**src/rtl/intctl7.sv**
```systemverilog
// Seven-line edge-triggered interrupt controller with mask, pending and in-service tracking.
// Define INTCTL7_NEST_EN to allow higher-priority lines to preempt an in-service line.
module intctl7 (
  input  logic       c,
  input  logic       r,
  input  logic [7:1] a,
  input  logic [7:1] m,
  input  logic       mw,
  input  logic       ack,
  input  logic       eoi,
  output logic       irq,
  output logic [2:0] y,
  output logic [7:1] pend,
  output logic [7:1] isr
);

  typedef enum logic [1:0] {IDLE, REQ, SERV} state_t;

  state_t     state_reg, state_next;
  logic [7:1] a_q_reg, mask_reg, pend_reg, isr_reg;
  logic [7:1] pend_next, isr_next;
  logic [2:0] y_reg, y_next;
  logic       irq_reg;

  logic [7:1] rise, elig, clr, y_onehot, isr_low_onehot;
  logic [2:0] best, isr_low;

  // Lowest-numbered set line wins; 0 means none set.
  function automatic logic [2:0] lowest(input logic [7:1] v);
    logic [2:0] idx;
    idx = 3'd0;
    for (int i = 7; i >= 1; i--) begin
      if (v[i]) idx = 3'(i);
    end
    return idx;
  endfunction

  for (genvar gi = 1; gi <= 7; gi++) begin : g_dec
    assign y_onehot[gi]       = (y_reg == 3'(gi));
    assign isr_low_onehot[gi] = (isr_low == 3'(gi));
  end

  assign rise    = a & ~a_q_reg;
  assign elig    = pend_reg & ~mask_reg;
  assign best    = lowest(elig);
  assign isr_low = lowest(isr_reg);

  always_comb begin
    state_next = state_reg;
    y_next     = y_reg;
    clr        = '0;
    isr_next   = isr_reg;
    case (state_reg)
      IDLE: begin
        if (elig != '0) begin
          state_next = REQ;
          y_next     = best;
        end
      end
      REQ: begin
        if (ack) begin
          clr        = y_onehot;
          isr_next   = isr_reg | y_onehot;
          state_next = SERV;
          y_next     = 3'd0;
        end else begin
`ifdef INTCTL7_NEST_EN
          if (eoi) isr_next = isr_reg & ~isr_low_onehot;
`endif
          if (elig == '0) begin
            y_next = 3'd0;
`ifdef INTCTL7_NEST_EN
            // A preempted line is still in service, so fall back to waiting for its eoi.
            state_next = (isr_next != '0) ? SERV : IDLE;
`else
            state_next = IDLE;
`endif
          end else begin
            y_next = best;
          end
        end
      end
      SERV: begin
        if (eoi) begin
          isr_next = isr_reg & ~isr_low_onehot;
          if (isr_next == '0) state_next = IDLE;
        end
`ifdef INTCTL7_NEST_EN
        else if (best != 3'd0 && best < isr_low) begin
          state_next = REQ;
          y_next     = best;
        end
`endif
      end
      default: begin
        state_next = IDLE;
        y_next     = 3'd0;
      end
    endcase
    // A fresh edge on the line being acknowledged keeps it pending.
    pend_next = (pend_reg & ~clr) | rise;
  end

  always_ff @(posedge c) begin
    if (!r) begin
      state_reg <= IDLE;
      y_reg     <= 3'd0;
      irq_reg   <= 1'b0;
      pend_reg  <= '0;
      isr_reg   <= '0;
      mask_reg  <= 7'h7F;
      a_q_reg   <= a;
    end else begin
      state_reg <= state_next;
      y_reg     <= y_next;
      irq_reg   <= (state_next == REQ);
      pend_reg  <= pend_next;
      isr_reg   <= isr_next;
      a_q_reg   <= a;
      if (mw) mask_reg <= m;
    end
  end

  assign irq  = irq_reg;
  assign y    = y_reg;
  assign pend = pend_reg;
  assign isr  = isr_reg;

endmodule

```
**config.mk**
```make
export PLATFORM = sky130hd
export DESIGN_NAME = intctl7
export DESIGN_NICKNAME = d
export VERILOG_FILES = /design/src/rtl/intctl7.sv
export SDC_FILE = /design/constraint.sdc
export NUM_CORES = 1
export LEC_CHECK = 0
export ABC_AREA = 0
export BUFFER_PORTS_ARGS = -buffer_cell sky130_fd_sc_hd__buf_2
export CAP_MARGIN = 20
export CORE_MARGIN = 5
export CORE_UTILIZATION = 50
export DETAILED_ROUTE_END_ITERATION = 10
export PLACE_DENSITY = 0.85
export SYNTH_ARGS = -nofsm -noshare
export SYNTH_HDL_FRONTEND = slang
export SYNTH_SLANG_ARGS = --single-unit
```
**constraint.sdc**
```tcl
create_clock -name c -period 1.6 [get_ports c]
set_clock_uncertainty 0.2 [all_clocks]
set_input_delay 0.16 -clock c [delete_from_list [all_inputs] [get_ports c]]
set_output_delay 0.16 -clock c [all_outputs]
set_load 0.01 [all_outputs]
```
==> run metrics <==
status=complete, but fails checks; failing checks=setup timing; starting density of the core=0.511; total CTS buffers=5; Slew headroom=0.779; ratio of cells with drive above 1 in the final layout=0.352; post-synthesis xor/xnor area fraction=0; drt wl/cell=18.2 µm; number of port buffers=36; Finished Layout Cells=around 240; dpl hpwl=around 2500 µm; Antenna Cells=0; worst-path fanout max=1; RSZ-0062 raised after global routing=true; antenna violation net count after detailed routing=0; final setup fails=2; RD Place Congestion=between 0.8 and 0.9; overall routing resource usage=0.227; Area Growth Syn to Fin=44.8%; flop2flop setup slack=approximately 10 ps; synth top area cells=dfxtp_1 (50%), nor2b_1 (11%), mux2i_1 (5.8%); DRT iter0 DRCs=about 70; Yosys reg bits=34; Setup crit start kind=primary input; Vias/cell=between 5 and 6; via count=1369; CP Class=primary input to flip-flop; Post-Syn Area per Cell=between 9 and 10 µm²; Max Cap Viol=0; clock buffer depth=2; Post-Synth Adder-Cell Area=0.00729; largest net degree at the start of global routing=14; DIE WIDTH=between 60 and 70 µm; Max IR drop VDD=slightly below 0.8 mV; largest area contributor in the synthesized netlist=dfxtp_1; Critical Path Most Common Cell=dlygate4sd3_1; multiplexer area fraction after synthesis=0.0583; Synth top area share=0.496; final worst slack=-19.4 ps; worst path buffer plus inverter count=3; Synth Cell Area=approximately 0.0014 mm²; die height=approximately 62 µm; commonest cells after routing, fill and taps aside=buf_2 (35), dfxtp_1 (32), dlygate4sd3_1 (23), nor2b_1 (18), nand2_1 (15); crit path max-delay cell type=dlygate4sd3_1; CP Data Arrival Time=roughly 1700 ps; Leakage=between 0.8 and 0.9 nW; Clock Sinks=34; # Post-CTS Setup Buffers=0; die area=0.00389 mm²; Largest delay share family, worst path=buffers and inverters; Final Max Slew Viols=0; setup tns final=-37.5 ps; Cell Chain, Critical Path=dlygate4sd3_1 -> buf_2 -> mux2i_1 -> nand2_1 -> dlygate4sd3_1; GR Overflow Total=0; I/O pin cnt=37; synth warn=0; Hold WC Path Type=primary input to flip-flop; WP data required=about 1600 ps; Compound-Gate Fraction of Synth Area=0.154; DRC=0; vias in the first global route=around 1400; synthesized net count=around 160; placed cells=between 200 and 250; worst slack, placed=-11.4 ps; largest family of logic cells by synthesized area=simple AND/OR/NAND/NOR gates; H-tree levels=2; unique cell type count in the Yosys netlist=33; # nets final=228; CTS clk-pin slew, worst paths=roughly 100 ps; core area=0.00269 mm²; post-synthesis cell count=140; FP Rows=19; fmax=between 0.6 and 0.7 GHz; Worst setup EP type=flip-flop; most common cell after layout, fill and taps aside=buf_2; first-pass GRT wire length=between 6000 and 7000 µm; Final Cycle Share=1.01; final WL=roughly 4400 µm; total iterations of the first detailed-routing run=4; simple-gate share of the synthesized area=0.273; clk_lat worst skew=between 300 and 400 ps; Final min period=roughly 1600 ps; Fin. Hold Viols=0; Root Driver=clkbuf_4; post-synthesis sequential area ratio=0.496; CP peak stage delay=550 ps; initial antenna violation count=0; actual slew at the worst max-slew pin=330 ps; Pwr Density=about 850 mW/mm²; TritonCTS clock tree=done
worst min-delay path: cells and delay by family:
family | cells | cell delay (ps)
AOI/OAI and AO/OA | 1 | 60
buffers and inverters | 1 | 100
and+or+nand+nor | 2 | 240
cell type report:
class / count / area [µm²]
clock inverters: 1 / 5.00
fillers: 167 / 699
multi-input cells: 102 / 743
flip-flops and latches: 34 / 683
well taps: 31 / 38.8
repair buffers: 65 / 458
inverters: 1 / 3.75
clock buffers: 7 / 55.1
per-stage QoR:
step	util	total power (W)	instance area, µm²	hold WS (ps)
final	0.740	0.00168	1990	59.5
after global routing	0.740	0.00176	1990	87.4
after CTS	0.715	0.00165	1920	35.1
after detailed placement	0.605	0.00112	1630	76.1
after global placement	0.605	0.00111	1630	72.9
after floorplan	-	0.00104	1370	-12.3
routing by layer:
| layer | part of all wire | global-route usage | vias to the layer above | routed length (µm) |
|---|---|---|---|---|
| li1 | - | - | 629 | - |
| met1 | 0.37 | 0.227 | 650 | 1610 |
| met2 | 0.52 | 0.409 | 71 | 2290 |
| met3 | 0.068 | 0.0719 | 19 | 296 |
| met4 | 0.041 | 0.127 | 0 | 179 |
| met5 | 0 | 0 | - | 0 |
repair_timing:
item,CTS,global route
hold buffers,23,0
resized for setup,1,18
setup endpoints to repair,1,8
endpoints found under the hold margin,20,0
gates cloned,0,0
pin swaps,0,1
synthesized netlist by cell type (all sizes together):
library cell,count
nand2b,2
and3,1
and4bb,1
a21boi,5
and4b,1
a31o,1
o31ai,4
nor3b,1
dfxtp,34
inv,1
maj3,1
o21a,1
nand3b,2
or3,1
a21o,1
a21oi,14
nand3,2
nor2,6
nor2b,24
nor4,2
mux2i,8
or4,1
o221ai,1
o21ai,3
a32o,2
nor4b,1
clkbuf,3
nand2,15
nor3,1
where the power goes:
part           switching [W]  total, W  internal (W)
sequential         0.0000347  0.000924      0.000890
clock               0.000296  0.000508      0.000213
combinational       0.000113  0.000251      0.000138
cells by family after synthesis:
logic type,Yosys count
multiplexers,8
AO/OA/AOI/OAI,32
buffers and inverters,4
AND/OR/NAND/NOR,61
flip-flops,34
adder cells (fa/ha/maj),1
worst paths after layout:
check         start      endpoint  cells past startpoint
max            m[3]   mask_reg[3]                      5
min             ack           irq                      4
max reg2reg  isr[4]  state_reg[1]                      4
min reg2reg  isr[7]        isr[7]                      2
No activity file was read; power rests on OpenSTA's default activity.
